## src/rtl/oscope_pkg.sv

```systemverilog
// Shared types and defaults for the oscilloscope capture path.
// Holds the trigger FSM state encoding and buffer sizing.
package oscope_pkg;

  localparam int DEPTH_DEF        = 4096;
  localparam int AUTO_TIMEOUT_DEF = 50000;
  localparam int TO_W             = 16;

  typedef enum logic [1:0] {
    IDLE,
    ARMED,
    CAPTURE,
    DONE
  } state_e;

endpackage

```

## src/rtl/trigger_capture_if.sv

```systemverilog
// Sample stream, trigger controls and RAM write port
// shared between the sample source and trigger_capture.
interface trigger_capture_if
  import oscope_pkg::*;
#(
  parameter int DEPTH = DEPTH_DEF
) ();

  localparam int AW = $clog2(DEPTH);

  logic          sample_valid;
  logic [7:0]    sample;
  logic [7:0]    trig_level;
  logic          trig_slope;
  logic          auto_en;
  logic          arm;
  logic          wr_en;
  logic [AW-1:0] wr_adr;
  logic [7:0]    wr_data;
  logic          capture_done;
  logic          auto_trig;

  modport master (
    output sample_valid, sample,
    output trig_level, trig_slope,
    output auto_en, arm,
    input  wr_en, wr_adr, wr_data,
    input  capture_done, auto_trig
  );

  modport slave (
    input  sample_valid, sample,
    input  trig_level, trig_slope,
    input  auto_en, arm,
    output wr_en, wr_adr, wr_data,
    output capture_done, auto_trig
  );

endinterface

```

## src/rtl/trigger_capture_trig_detect.sv

```systemverilog
// Slope/level crossing comparator between consecutive samples.
// Pure combinational; qualification by prev_ok is done by the caller.
module trig_detect (
  input  logic [7:0] prev,
  input  logic [7:0] sample,
  input  logic [7:0] level,
  input  logic       slope,
  output logic       hit
);

  logic rise;
  logic fall;

  assign rise = (prev < level) && (sample >= level);
  assign fall = (prev > level) && (sample <= level);
  assign hit  = slope ? fall : rise;

endmodule

```

## src/rtl/trigger_capture.sv

```systemverilog
// Trigger FSM: arms, detects a level crossing or timeout,
// then streams DEPTH samples into the capture RAM.
module trigger_capture
  import oscope_pkg::*;
#(
  parameter int DEPTH        = DEPTH_DEF,
  parameter int AUTO_TIMEOUT = AUTO_TIMEOUT_DEF
) (
  input  logic              osc_clk,
  input  logic              reset,
  trigger_capture_if.slave  bus
);

  localparam int AW = $clog2(DEPTH);
  localparam logic [AW-1:0] LAST = AW'(DEPTH - 1);
  localparam logic [TO_W-1:0] TO_LAST =
    TO_W'(AUTO_TIMEOUT - 1);

  state_e          state_q, state_d;
  logic [7:0]      prev_q, prev_d;
  logic            prev_ok_q, prev_ok_d;
  logic [TO_W-1:0] cnt_q, cnt_d;
  logic            auto_q, auto_d;
  logic            wr_en_q, wr_en_d;
  logic [AW-1:0]   wr_adr_q, wr_adr_d;
  logic [7:0]      wr_data_q, wr_data_d;
  logic [AW-1:0]   idx_q, idx_d;
  logic            done_q, done_d;

  logic hit;
  logic hit_lvl;
  logic hit_auto;

  trig_detect u_det (
    .prev   (prev_q),
    .sample (bus.sample),
    .level  (bus.trig_level),
    .slope  (bus.trig_slope),
    .hit    (hit)
  );

  assign hit_lvl  = prev_ok_q && hit;
  assign hit_auto = bus.auto_en && (cnt_q == TO_LAST);

  always_ff @(posedge osc_clk or posedge reset) begin
    if (reset) begin
      state_q   <= IDLE;
      prev_q    <= '0;
      prev_ok_q <= 1'b0;
      cnt_q     <= '0;
      auto_q    <= 1'b0;
      wr_en_q   <= 1'b0;
      wr_adr_q  <= '0;
      wr_data_q <= '0;
      idx_q     <= '0;
      done_q    <= 1'b0;
    end else begin
      state_q   <= state_d;
      prev_q    <= prev_d;
      prev_ok_q <= prev_ok_d;
      cnt_q     <= cnt_d;
      auto_q    <= auto_d;
      wr_en_q   <= wr_en_d;
      wr_adr_q  <= wr_adr_d;
      wr_data_q <= wr_data_d;
      idx_q     <= idx_d;
      done_q    <= done_d;
    end
  end

  always_comb begin
    state_d   = state_q;
    prev_d    = prev_q;
    prev_ok_d = prev_ok_q;
    cnt_d     = cnt_q;
    auto_d    = auto_q;
    wr_en_d   = 1'b0;
    wr_adr_d  = wr_adr_q;
    wr_data_d = wr_data_q;
    idx_d     = idx_q;
    done_d    = 1'b0;
    // arm from any state restarts the capture; same-cycle samples are dropped
    if (bus.arm) begin
      state_d   = ARMED;
      prev_ok_d = 1'b0;
      cnt_d     = '0;
      auto_d    = 1'b0;
      wr_adr_d  = '0;
      idx_d     = '0;
    end else begin
      case (state_q)
        ARMED: begin
          if (bus.sample_valid) begin
            prev_d    = bus.sample;
            prev_ok_d = 1'b1;
            if (bus.auto_en && cnt_q != '1)
              cnt_d = cnt_q + 1'b1;
            if (hit_lvl || hit_auto) begin
              state_d   = CAPTURE;
              auto_d    = !hit_lvl;
              wr_en_d   = 1'b1;
              wr_adr_d  = '0;
              wr_data_d = bus.sample;
              idx_d     = AW'(1);
            end
          end
        end
        CAPTURE: begin
          if (bus.sample_valid) begin
            wr_en_d   = 1'b1;
            wr_adr_d  = idx_q;
            wr_data_d = bus.sample;
            idx_d     = idx_q + 1'b1;
            if (idx_q == LAST)
              state_d = DONE;
          end
        end
        DONE:    done_d = 1'b1;
        default: ;
      endcase
    end
  end

  assign bus.wr_en        = wr_en_q;
  assign bus.wr_adr       = wr_adr_q;
  assign bus.wr_data      = wr_data_q;
  assign bus.capture_done = done_q;
  assign bus.auto_trig    = auto_q;

endmodule

```

## src/flat_wrapper.sv

```systemverilog
// flat-port wrapper written by rule: the top's interface ports become plain ports
module trigger_capture_flat import oscope_pkg::*;
#(
  parameter int DEPTH        = DEPTH_DEF,
  parameter int AUTO_TIMEOUT = AUTO_TIMEOUT_DEF
)
  (osc_clk, reset, bus_sample_valid, bus_sample, bus_trig_level, bus_trig_slope, bus_auto_en, bus_arm, bus_wr_en, bus_wr_adr, bus_wr_data, bus_capture_done, bus_auto_trig);
  trigger_capture_if #(.DEPTH(DEPTH)) bus_i ();
  input  logic osc_clk;
  input  logic reset;
  input wire logic [$bits(bus_i.sample_valid)-1:0] bus_sample_valid;
  input wire logic [$bits(bus_i.sample)-1:0] bus_sample;
  input wire logic [$bits(bus_i.trig_level)-1:0] bus_trig_level;
  input wire logic [$bits(bus_i.trig_slope)-1:0] bus_trig_slope;
  input wire logic [$bits(bus_i.auto_en)-1:0] bus_auto_en;
  input wire logic [$bits(bus_i.arm)-1:0] bus_arm;
  output wire logic [$bits(bus_i.wr_en)-1:0] bus_wr_en;
  output wire logic [$bits(bus_i.wr_adr)-1:0] bus_wr_adr;
  output wire logic [$bits(bus_i.wr_data)-1:0] bus_wr_data;
  output wire logic [$bits(bus_i.capture_done)-1:0] bus_capture_done;
  output wire logic [$bits(bus_i.auto_trig)-1:0] bus_auto_trig;
  assign bus_i.sample_valid = bus_sample_valid;
  assign bus_i.sample = bus_sample;
  assign bus_i.trig_level = bus_trig_level;
  assign bus_i.trig_slope = bus_trig_slope;
  assign bus_i.auto_en = bus_auto_en;
  assign bus_i.arm = bus_arm;
  assign bus_wr_en = bus_i.wr_en;
  assign bus_wr_adr = bus_i.wr_adr;
  assign bus_wr_data = bus_i.wr_data;
  assign bus_capture_done = bus_i.capture_done;
  assign bus_auto_trig = bus_i.auto_trig;
  trigger_capture #(.DEPTH(DEPTH), .AUTO_TIMEOUT(AUTO_TIMEOUT)) u_core (.osc_clk(osc_clk), .reset(reset), .bus(bus_i));
endmodule
```

## config.mk

```make
export PLATFORM = sky130hd
export DESIGN_NAME = trigger_capture_flat
export DESIGN_NICKNAME = d
export VERILOG_FILES = /design/src/rtl/oscope_pkg.sv /design/src/rtl/trigger_capture_if.sv /design/src/rtl/trigger_capture_trig_detect.sv /design/src/rtl/trigger_capture.sv /design/src/flat_wrapper.sv
export SDC_FILE = /design/constraint.sdc
export NUM_CORES = 1
export LEC_CHECK = 0
export CORE_MARGIN = 2
export CORE_UTILIZATION = 55
export CTS_CLUSTER_SIZE = 8
export DETAILED_ROUTE_END_ITERATION = 7
export GPL_ROUTABILITY_DRIVEN = 0
export MAX_ROUTING_LAYER = met4
export PLACE_DENSITY = 0.75
export SYNTH_ARGS = -nofsm -noshare
export SYNTH_HDL_FRONTEND = slang
export SYNTH_SLANG_ARGS = --single-unit
```

## constraint.sdc

```tcl
create_clock -name osc_clk -period 3.55 [get_ports osc_clk]
set_input_delay 0.71 -clock osc_clk [delete_from_list [all_inputs] [get_ports osc_clk]]
set_output_delay 0.71 -clock osc_clk [all_outputs]
set_load 0.005 [all_outputs]
```

==> summary.txt <==
Flops & latches, synth = 62
Seq/Total Area, Yosys = 44.6%
Slew @ Worst Pin = 797 ps
P_int = 1.57 mW
Largest net degree at the start of global routing = 33
Clk_skew = 10.5 ps
Minimum clock period = 3190 ps
Number of diodes = 0
Die width = 83.5 um
CP Data Required Time = 3780 ps
IO Port Bufs = 44
Core footprint = 6030 um^2
DP Worst Slack = -0.674 ps
Worst IR Drop VDD = 0.000351 V
F_max = 313 MHz
Final Max Tran Viols = 0
Clk slew on worst S/H paths = 70 ps
Starting density of the core = 57.7%
CTS max path bufs = 2
Clock network power share = 25.8%
Die Area = 6980 um^2
Vias in the first global route = 2930
Mapped Cells = 349
RSZ-0062 raised after global routing = false
Setup Buffers After CTS = 0
CP max FO = 8
Cell taking the most area after synthesis = dfrtp_1
Top-area cell type share of the netlist area = 44.6%
Flop pwr share = 37.0%
Combinational Power Share = 37.2%
Critical Path AT = 3420 ps
PostCTS Resize Cnt = 0
Via count = 2861
Synth unique cells = 51
Pleak = 1.83 nW
Max-Cap Viols = 0
CP startpoint kind = input pin
Outcome = finished, final reports clean
Die Y = 83.5 um
Cell Count, Final, Fillers Out = 480
TritonCTS clock tree = built
Vias per cell = 5.96
Count of final hold-check violations = 0
Global route overflow = 0
Placed Area = 4070 um^2
Post-Syn Nets = 392
# nets final = 443
Final setup viols = 0
Skew-Pair Late Insertion Delay = 340 ps
DR iter-0 viols = 148
Fill cell count = 484
Post-Syn Area per Cell = 9.97 um^2
Final instance area = 4270 um^2
Pwr dens = 566 nW/um^2
Layout cells sized above 1 = 12.8%
# DRC = 0
Post-CTS Hold Buffers = 0
Final HPWL DP = 5.63 mm
Final worst path period share = 89.9%
Sw Share = 35.1%
Area grow syn2layout = 22.7%
# rows = 28
Clock sink total = 62
Hold crit path type = flop to flop
CP endpoint kind = flop
Total power = 2.41 mW
First-pass GRT wire length = 13.6 mm
Layout Utilization = 70.8%
Dominant cells by area after synthesis = dfrtp_1 (45%), ha_1 (7.6%), mux2_2 (4.9%)
DP Cell Count = 464
Ys Warns = 0
Mapped cell area = 3480 um^2
Top_reg_cell synth = dfrtp_1
Pre-antenna DRT Iters = 4
Critical Setup Path Class = input pin to flop
Post-Route WL = 7.79 mm
Total track usage = 24.6%
H-tree levels = 3
Clk root buf = clkbuf_8
Initial antenna violation count = 0
Number of buffers created by CTS = 9
NetSw = 0.848 mW
Io pins = 45
PnR worst setup slack = 360 ps
WL/cell = 16.2 um
Asr flop ratio synth = 100%
Worst rel slew slack = 46.7%
Post-DRT Antenna Nets = 0
Post-synth EDFFs = 0
## synthesized netlist by cell type (all sizes together) (3+ instances only)
library cell	number
nand3	18
a21o	3
ha	21
and3	4
clkbuf	15
o2111ai	12
nand2b	5
nor2	27
xnor2	4
a21oi	17
o211ai	4
nor2b	4
a211oi	4
o31ai	9
mux2i	7
o2bb2ai	3
nand2	27
o311ai	3
o221ai	4
mux2	15
o21ai	11
inv	16
nand4	7
dfrtp	62
nor3	6
and2	3
xor2	11
## per-layer routing
layer	track usage, %	wire length [um]
met5	-	0
met4	8.06	82
met2	39.7	3780
met1	32.1	3650
met3	4.06	275
## cells by family (layout without fill, tap and decap cells)
| group | count (synthesis) | count (layout) | synth area share, % |
|---|---|---|---|
| XOR/XNOR | 15 | 15 | 3.78 |
| buffers and inverters | 34 | 90 | 3.74 |
| AND/OR/NAND/NOR | 111 | 111 | 15.7 |
| multiplexers | 22 | 22 | 6.87 |
| AO/OA/AOI/OAI | 84 | 84 | 17.7 |
| flip-flops | 62 | 62 | 44.6 |
| adder cells (fa/ha/maj) | 21 | 21 | 7.55 |
## area by class of cell
type	count	area, um^2	share of cell area (%)
well taps	75	93.8	2.20
flip-flops and latches	62	1550	36.4
clock buffers	9	124	2.90
inverters	17	63.8	1.50
multi-input cells	253	1800	42.1
repair buffers	57	563	13.2
clock inverters	7	75.1	1.76
## cells in the final DEF (no fill, tap or decap), types with 5 or more instances in the layout
cell type | netlist | routed
a21oi_1 | 17 | 17
buf_4 | 0 | 11
clkbuf_8 | 0 | 9
clkdlybuf4s50_1 | 0 | 44
dfrtp_1 | 62 | 62
ha_1 | 21 | 21
inv_1 | 16 | 15
mux2_2 | 15 | 15
mux2i_1 | 7 | 7
nand2_1 | 26 | 26
nand2b_1 | 5 | 5
nand3_1 | 18 | 18
nand4_1 | 7 | 7
nor2_1 | 27 | 27
nor3_1 | 6 | 6
o2111ai_1 | 12 | 12
o21ai_0 | 11 | 11
o31ai_1 | 9 | 9
xor2_1 | 11 | 11
## flip-flops by register name, indices dropped and copies added (netlist names)
| name | flops |
|---|---|
| u_core.bus.wr_adr | 12 |
| u_core.bus.wr_data | 8 |
| u_core.prev_q | 8 |
| u_core.idx_q | 12 |
| u_core.prev_ok_q | 1 |
| u_core.bus.auto_trig | 1 |
| u_core.bus.wr_en | 1 |
| u_core.state_q | 2 |
| u_core.bus.capture_done | 1 |
| u_core.cnt_q | 16 |
## worst max-delay path: stages
cell and delay (ps):
clkdlybuf4s50_1 450, inv_1 50, ha_1 330, a21oi_1 170, a21boi_1 90, or3_1 300, a211oi_1 330, a32oi_1 170
a211oi_4 310, buf_12 170, mux2_2 330
## stage by stage
| step | hold slack (ps) | TNS (ps) |
|---|---|---|
| 2_1_floorplan | 450 | 0 |
| 3_3_place_gp | 469 | 0 |
| 3_5_place_dp | 480 | -0.674 |
| 4_1_cts | 496 | 0 |
| 5_1_grt | 526 | 0 |
| 6_report | 492 | 0 |
## power by group through the flow
stage	Sequential (mW)	Clock (mW)	Combinational, mW
after global placement	0.902	0	0.860
after floorplan	0.896	0	0.569
after global routing	0.911	0.674	0.987
after CTS	0.894	0.632	0.900
after detailed placement	0.908	0	0.897
final	0.893	0.622	0.899
## final timing paths
path | from | end | slack (ps) | depth (start not counted)
setup / recovery | bus_trig_level[6] | u_core.bus.wr_data[3]$_DFFE_PP0P_ | 360 | 11
hold / removal | u_core.prev_q[0]$_DFFE_PP0P_ | u_core.prev_q[0]$_DFFE_PP0P_ | 490 | 2
setup reg to reg | u_core.cnt_q[0]$_DFFE_PP0P_ | u_core.idx_q[6]$_DFFE_PP0P_ | 850 | 8
hold reg to reg | u_core.prev_q[0]$_DFFE_PP0P_ | u_core.prev_q[0]$_DFFE_PP0P_ | 490 | 2
max in group asynchronous | reset | u_core.bus.wr_adr[9]$_DFFE_PP0P_ | 2160 | 3
min in group asynchronous | reset | u_core.cnt_q[8]$_DFFE_PP0P_ | 780 | 2
Note: power is estimated with default switching activity, not from simulation.
